===== src/rtl/rs_gf_pkg.sv =====
// GF(2^8) definitions shared by the Berlekamp-Massey engine: field constants,
// FSM state encoding and a table-driven multiplicative inverse.
package rs_gf_pkg;

  localparam int GF_W = 8;
  localparam logic [GF_W-1:0] GF_POLY = 8'h1D;

  typedef enum logic [2:0] {
    IDLE,
    LOAD,
    DISC,
    UPDATE,
    OUT
  } bm_state_t;

  // Builds the inverse table from alpha powers: inv(alpha^i) = alpha^(255-i).
  function automatic logic [GF_W*256-1:0] gf_inv_build();
    logic [GF_W*256-1:0] exp_t;
    logic [GF_W*256-1:0] tbl;
    logic [GF_W-1:0] e;
    logic [10:0] src;
    logic [10:0] dst;
    exp_t = '0;
    tbl = '0;
    e = 8'h01;
    for (int i = 0; i < 255; i++) begin
      dst = 11'(i * 8);
      exp_t[dst +: 8] = e;
      e = {e[6:0], 1'b0} ^ (e[7] ? GF_POLY : 8'h00);
    end
    for (int i = 0; i < 255; i++) begin
      src = 11'(i * 8);
      dst = {exp_t[src +: 8], 3'b000};
      src = 11'(((255 - i) % 255) * 8);
      tbl[dst +: 8] = exp_t[src +: 8];
    end
    return tbl;
  endfunction

  localparam logic [GF_W*256-1:0] GF_INV_TABLE = gf_inv_build();

  // inv(0) is defined as 0; b never reaches 0 inside the engine.
  function automatic logic [GF_W-1:0] gf_inv(input logic [GF_W-1:0] a);
    return GF_INV_TABLE[{a, 3'b000} +: GF_W];
  endfunction

endpackage


===== src/rtl/gf256_mul.sv =====
// Combinational GF(2^8) multiplier, shift-and-add reduced by the field polynomial.
module gf256_mul
  import rs_gf_pkg::*;
(
  input  logic [GF_W-1:0] a,
  input  logic [GF_W-1:0] b,
  output logic [GF_W-1:0] p
);

  logic [GF_W-1:0] acc;
  logic [GF_W-1:0] aa;

  always_comb begin
    acc = '0;
    aa  = a;
    for (int i = 0; i < GF_W; i++) begin
      if (b[i]) acc = acc ^ aa;
      aa = {aa[GF_W-2:0], 1'b0} ^ (aa[GF_W-1] ? GF_POLY : '0);
    end
    p = acc;
  end

endmodule


===== src/rtl/rs_bm_engine.sv =====
// Berlekamp-Massey error-locator solver: loads 2t syndromes, alternates
// DISC/UPDATE once per syndrome, then streams Lambda0..Lambda_T_CAP.
module rs_bm_engine
  import rs_gf_pkg::*;
#(
  parameter int NSYM = 16
) (
  input  logic            clk,
  input  logic            reset,
  input  logic            start,
  input  logic [GF_W-1:0] syn_in,
  input  logic            syn_valid,
  output logic            syn_ready,
  output logic [GF_W-1:0] lambda_out,
  output logic            lambda_valid,
  output logic            lambda_last,
  input  logic            lambda_ready,
  output logic [5:0]      deg_out,
  output logic            fail,
  output logic            busy,
  output bm_state_t       state_dbg
);

  localparam int T_CAP = NSYM / 2;
  localparam logic [5:0] LAST_R = 6'(NSYM - 1);
  localparam logic [5:0] LAST_K = 6'(T_CAP);

  // Handshakes: a transfer happens on a rising edge where valid and ready are
  // both high; the producer holds data stable while valid is high and ready low.

  bm_state_t       state_q;
  bm_state_t       state_d;
  logic [GF_W-1:0] syn_q [NSYM];
  logic [GF_W-1:0] c_q   [T_CAP+1];
  logic [GF_W-1:0] bb_q  [T_CAP+1];
  logic [5:0]      l_q;
  logic [5:0]      m_q;
  logic [5:0]      r_q;
  logic [5:0]      cnt_q;
  logic [5:0]      idx_q;
  logic [GF_W-1:0] b_q;
  logic [GF_W-1:0] d_q;

  logic [GF_W-1:0] disc_term [T_CAP+1];
  logic [GF_W-1:0] corr      [T_CAP+1];
  logic [GF_W-1:0] c_next    [T_CAP+1];
  logic [GF_W-1:0] d_comb;
  logic [GF_W-1:0] b_inv;
  logic [GF_W-1:0] coef;
  logic [5:0]      hi_idx;
  logic            fail_comb;

  // Discrepancy terms C[i]*S[r-i]; terms with i>r contribute nothing.
  for (genvar i = 0; i <= T_CAP; i++) begin : g_disc
    logic [GF_W-1:0] s_sel;
    always_comb begin
      s_sel = '0;
      for (int j = 0; j < NSYM; j++) begin
        if (int'(r_q) - i == j) s_sel = syn_q[j];
      end
    end
    gf256_mul u_mul (.a(c_q[i]), .b(s_sel), .p(disc_term[i]));
  end

  always_comb begin
    d_comb = '0;
    for (int i = 0; i <= T_CAP; i++) d_comb = d_comb ^ disc_term[i];
  end

  assign b_inv = gf_inv(b_q);
  gf256_mul u_scale (.a(d_q), .b(b_inv), .p(coef));

  // Correction (d/b)*x^m*B; products landing above T_CAP are simply dropped.
  for (genvar i = 0; i <= T_CAP; i++) begin : g_corr
    logic [GF_W-1:0] b_sh;
    always_comb begin
      b_sh = '0;
      for (int j = 0; j <= T_CAP; j++) begin
        if (j + int'(m_q) == i) b_sh = bb_q[j];
      end
    end
    gf256_mul u_mul (.a(coef), .b(b_sh), .p(corr[i]));
    assign c_next[i] = c_q[i] ^ corr[i];
  end

  always_comb begin
    hi_idx = '0;
    for (int j = 0; j <= T_CAP; j++) begin
      if (c_q[j] != '0) hi_idx = 6'(j);
    end
    fail_comb = (l_q > LAST_K) || (hi_idx != l_q);
  end

  always_ff @(posedge clk) begin
    if (reset) state_q <= IDLE;
    else       state_q <= state_d;
  end

  always_comb begin
    state_d = state_q;
    case (state_q)
      IDLE:    if (start) state_d = LOAD;
      LOAD:    if (syn_valid && cnt_q == LAST_R) state_d = DISC;
      DISC:    state_d = UPDATE;
      UPDATE:  state_d = (r_q < LAST_R) ? DISC : OUT;
      OUT:     if (lambda_ready && idx_q == LAST_K) state_d = IDLE;
      default: state_d = IDLE;
    endcase
  end

  always_comb begin
    syn_ready    = 1'b0;
    lambda_valid = 1'b0;
    lambda_last  = 1'b0;
    lambda_out   = '0;
    deg_out      = '0;
    fail         = 1'b0;
    busy         = (state_q != IDLE);
    if (state_q == LOAD) syn_ready = 1'b1;
    if (state_q == OUT) begin
      lambda_valid = 1'b1;
      lambda_last  = (idx_q == LAST_K);
      deg_out      = l_q;
      fail         = fail_comb;
      for (int j = 0; j <= T_CAP; j++) begin
        if (j == int'(idx_q)) lambda_out = c_q[j];
      end
    end
  end

  assign state_dbg = state_q;

  always_ff @(posedge clk) begin
    if (reset) begin
      for (int j = 0; j <= T_CAP; j++) begin
        c_q[j]  <= '0;
        bb_q[j] <= '0;
      end
      for (int j = 0; j < NSYM; j++) syn_q[j] <= '0;
      l_q   <= '0;
      m_q   <= '0;
      r_q   <= '0;
      cnt_q <= '0;
      idx_q <= '0;
      b_q   <= '0;
      d_q   <= '0;
    end else begin
      case (state_q)
        IDLE: begin
          if (start) begin
            for (int j = 0; j <= T_CAP; j++) begin
              c_q[j]  <= (j == 0) ? 8'h01 : 8'h00;
              bb_q[j] <= (j == 0) ? 8'h01 : 8'h00;
            end
            l_q   <= 6'd0;
            m_q   <= 6'd1;
            b_q   <= 8'h01;
            r_q   <= 6'd0;
            cnt_q <= 6'd0;
            idx_q <= 6'd0;
            d_q   <= 8'h00;
          end
        end
        LOAD: begin
          if (syn_valid) begin
            for (int j = 0; j < NSYM; j++) begin
              if (j == int'(cnt_q)) syn_q[j] <= syn_in;
            end
            cnt_q <= cnt_q + 6'd1;
          end
        end
        DISC: d_q <= d_comb;
        UPDATE: begin
          if (d_q != '0) begin
            for (int j = 0; j <= T_CAP; j++) c_q[j] <= c_next[j];
            if ({l_q, 1'b0} <= {1'b0, r_q}) begin
              for (int j = 0; j <= T_CAP; j++) bb_q[j] <= c_q[j];
              l_q <= r_q + 6'd1 - l_q;
              b_q <= d_q;
              m_q <= 6'd1;
            end else begin
              m_q <= m_q + 6'd1;
            end
          end else begin
            m_q <= m_q + 6'd1;
          end
          r_q   <= r_q + 6'd1;
          idx_q <= 6'd0;
        end
        OUT: if (lambda_ready) idx_q <= idx_q + 6'd1;
        default: ;
      endcase
    end
  end

endmodule


===== config.mk =====
export PLATFORM = sky130hd
export DESIGN_NAME = rs_bm_engine
export DESIGN_NICKNAME = d
export VERILOG_FILES = /design/src/rtl/rs_gf_pkg.sv /design/src/rtl/gf256_mul.sv /design/src/rtl/rs_bm_engine.sv
export SDC_FILE = /design/constraint.sdc
export NUM_CORES = 2
export LEC_CHECK = 0
export CAP_MARGIN = 20
export CELL_PAD_IN_SITES_DETAIL_PLACEMENT = 1
export CELL_PAD_IN_SITES_GLOBAL_PLACEMENT = 2
export CORE_ASPECT_RATIO = 1.25
export CORE_MARGIN = 1.5
export CORE_UTILIZATION = 38
export CTS_BUF_LIST = sky130_fd_sc_hd__clkbuf_16
export DETAILED_ROUTE_END_ITERATION = 8
export PLACE_DENSITY = 0.84
export SLEW_MARGIN = 40
export SYNTH_ARGS = -nofsm -noshare
export SYNTH_HDL_FRONTEND = slang
export SYNTH_SLANG_ARGS = --single-unit

===== constraint.sdc =====
create_clock -name clk -period 10.74 [get_ports clk]
set_input_delay 3.222 -clock clk [delete_from_list [all_inputs] [get_ports clk]]
set_output_delay 3.222 -clock clk [all_outputs]
set_load 0.01 [all_outputs]

==> impl_metrics.json <==
{
  "outcome": "finished clean",
  "setup_viol": 0,
  "ir_drop_v": 0.000103,
  "grt_pass1_wl_mm": 596,
  "synth_area_sq_um": 59500,
  "slowest_delay_ns": 0.74,
  "synth.distinct_cells": 111,
  "timing.rr.start": "r_q[1]",
  "slew_viol_final": 0,
  "seq_area_frac_synth": 0.154,
  "hold_class": "reg -> reg",
  "async_reset_ff_frac": 0,
  "fin_area_sq_um": 65400,
  "setup_slack_ns": 2.82,
  "hold_buffers": 0,
  "crit_arrival_ns": 8.46,
  "final_common_cell": "nand2_1",
  "first_iter_violations": 10400,
  "cap_violations": 0,
  "postRouteAntennaNets": 0,
  "cts_sinks": 321,
  "ys_ff_latch": 321,
  "post-route-period-util": 0.737,
  "synth_flop_cell": "edfxtp_1",
  "netlist_instances": 8580,
  "grt-busiest-layer": "met2",
  "dp_hpwl_mm": 316,
  "fmax_ghz": 0.126,
  "crit_buf_inv": 3,
  "pwr-share-seq": 0.258,
  "synth_edf_count": 272,
  "clock-skew-final_ns": 0.0466,
  "reg2reg_depth": 20,
  "antenna_found_initial": 27,
  "area.sequential_sq_um": 9170,
  "firstDrtPassIters": 9,
  "clockPowerShare": 0.262,
  "cts_setup_buffers": 0,
  "htree_levels": 2,
  "p_switching_mw": 3.12,
  "timing.critical_path.from": "r_q[1]",
  "floorplan.initialDensity": 0.382,
  "crit_type": "reg -> reg",
  "die_w_um": 357,
  "maxSlewHeadroom": 0.282,
  "cp_data_required_time_ns": 11.28,
  "clockBufferDepth": 3,
  "p_int_mw": 3.41,
  "io_pins": 35,
  "yosysWarnings": 0,
  "ff2ff_setup_slack_ns": 2.82,
  "tns_ns": 0,
  "multi_input_area_sq_um": 47500,
  "dieArea_sq_um": 159000,
  "portBuffers": 34,
  "cpLargestDelayFamily": "XOR/XNOR gates",
  "fin_hold_ws_ns": 0.530,
  "grt_use_total": 0.528,
  "cp-end-kind": "flip-flop",
  "cts_tree": "built",
  "drc": 0,
  "worstPathCellList": "inv_1 > ha_4 > buf_12 > buf_4 > nand3b_1 > a21boi_0 > o21ai_0 > a21oi_1 > o21ai_0 > nor2_1 > nand2_1 > xnor2_1 > xnor2_1 > xnor2_1 > xnor2_1 > xnor2_1 > xnor2_1 > xnor3_1 > xnor2_1 > a22o_1",
  "grt_pass1_vias": 72100,
  "power_density_nw_per_um2": 99.7,
  "drive_gt1_frac": 0.100,
  "synthToLayoutAreaGrowth_pct": 9.94,
  "min_path_cells": 1,
  "clk_pin_slew_ns": 0.07,
  "hold_viol": 0,
  "grtUsageMet2": 0.788,
  "wl_mm": 431,
  "crit_end": "d_q[7]",
  "grt_max_degree": 117,
  "p_comb_frac": 0.480,
  "synth_nets": 8647,
  "cp_num_cells": 20,
  "wl_per_cell_um": 41.4,
  "cpMaxStageDelayCell": "ha_4",
  "placed_cell_area_sq_um": 63400,
  "layout_common_cells": "nand2_1, nor2_1, xnor2_1",
  "rr_endpoint": "d_q[7]",
  "clock_latency_ns": 0.69,
  "cp_common_cell": "xnor2_1",
  "layout.nets": 8374,
  "switching_share": 0.478,
  "gp_congestion": 1.11,
  "fp.dieH_um": 446,
  "num_rows": 162,
  "core_area_sq_um": 156000,
  "num_vias": 74800,
  "period_needed_ns": 7.92,
  "use_met1": 0.572,
  "rsz0062_at_grt": "false",
  "power_leakage_nw": 21.9,
  "fillers": 19600,
  "syn_area_per_cell_sq_um": 6.94,
  "cts_resized": 0,
  "use_met3": 0.166,
  "viasPerCell": 7.18,
  "numCtsBuffers": 43,
  "cts-root-buf": "clkbuf_16",
  "start_kind": "flip-flop",
  "crit_fanout": 64,
  "pre_cts_slack_ns": 3.23,
  "grt_overflow": 0,
  "tightest_slew_ns": 1.08
}
-- cells in the mapped netlist (28+ instances only) --
cell,number,share of area
a211o_1,38,0.0056
nor3_1,211,0.018
xor2_1,279,0.041
nor2_1,1037,0.065
nand3b_1,32,0.0040
o311ai_0,29,0.0043
and3_1,67,0.0070
mux2i_1,61,0.010
a31oi_1,85,0.0089
nor4_1,69,0.0073
dfxtp_1,49,0.016
o211ai_1,117,0.015
ha_1,53,0.011
nand2b_1,133,0.014
a22oi_1,99,0.012
a221oi_1,122,0.018
o21ai_0,388,0.033
buf_1,95,0.0060
a21oi_1,550,0.046
nor2b_1,106,0.011
and2_1,123,0.013
a311oi_1,31,0.0046
buf_2,112,0.0094
a32oi_1,48,0.0071
a22o_1,31,0.0046
edfxtp_1,272,0.14
nand3_1,218,0.018
o221ai_1,54,0.0079
a221o_1,40,0.0067
or3_1,28,0.0029
clkbuf_1,591,0.037
o22ai_1,150,0.016
xnor3_1,65,0.025
a21o_1,30,0.0038
nand2_1,1181,0.074
a211oi_1,151,0.019
xnor2_1,1039,0.15
o31ai_1,36,0.0045
inv_1,168,0.011
nor3b_1,30,0.0038
nand4_1,33,0.0035
-- final cells by class --
cell class	instances	area share
Clock buffer	44	0.0168
Multi-Input combinational cell	7255	0.725
Tap cell	2050	0.0392
Clock inverter	33	0.00673
Sequential cell	321	0.140
Antenna cell	19	0.000727
Timing Repair Buffer	508	0.0610
Inverter	178	0.0102
-- cell families after synthesis --
logic type      Yosys count  share of synthesized area
compound gates         2353                      0.271
xor+xnor               1408                      0.227
fa+ha+maj                54                     0.0115
buf+inv                1004                     0.0678
flops                   321                      0.154
mux                      84                     0.0152
simple gates           3356                      0.254
-- routing by layer --
layer / vias up / part of all wire / routed length [um]
met1: 36600 / 0.34 / 145000
met5: - / 0.00041 / 176
li1: 30000 / - / -
met3: 2469 / 0.11 / 45800
met4: 20 / 0.14 / 58400
met2: 5712 / 0.42 / 181000
-- through the flow --
step           utilization  total power, mW  std cells
2_1_floorplan            -             3.25       8580
3_3_place_gp         0.404             4.53      10300
3_5_place_dp         0.407             4.58      10300
4_1_cts              0.417             6.27      10400
5_1_grt              0.420             6.57      10400
6_report             0.420             6.52      10400
-- state kept, by name, summed over array words and instances (netlist names) --
name       count
idx_q          6
state_dbg      3
r_q            6
b_q            8
syn_q        128
l_q            6
c_q           72
m_q            6
cnt_q          6
bb_q          72
d_q            8
-- worst register-to-register path, cell delays in order, from the launching register on --
cell	delay, ns
dfxtp_1	0.63
inv_1	0.42
ha_4	0.74
buf_12	0.44
buf_4	0.58
nand3b_1	0.17
a21boi_0	0.28
o21ai_0	0.12
a21oi_1	0.51
o21ai_0	0.39
nor2_1	0.63
nand2_1	0.15
xnor2_1	0.52
xnor2_1	0.18
xnor2_1	0.17
xnor2_1	0.69
xnor2_1	0.18
xnor2_1	0.24
xnor3_1	0.35
xnor2_1	0.18
a22o_1	0.23
-- power by group through the flow --
stage / sequential, mW / clock, mW / combinational [mW]
floorplan: 1.50 / 0 / 1.75
global placement: 1.69 / 0 / 2.83
detailed placement: 1.68 / 0 / 2.89
CTS: 1.66 / 1.70 / 2.91
global route: 1.67 / 1.73 / 3.17
finish: 1.69 / 1.71 / 3.13
-- how the worst min path moves through the flow --
stage                     slack [ns]  startpoint        to
final                           0.53      d_q[6]    d_q[6]
after global routing            0.55      d_q[6]    d_q[6]
after CTS                       0.54    cnt_q[5]  cnt_q[5]
after detailed placement        0.52      d_q[6]    d_q[6]
after global placement          0.50    cnt_q[5]  cnt_q[5]
after floorplan                 0.48      l_q[5]    l_q[5]
Power figures use the tool's default switching activity.
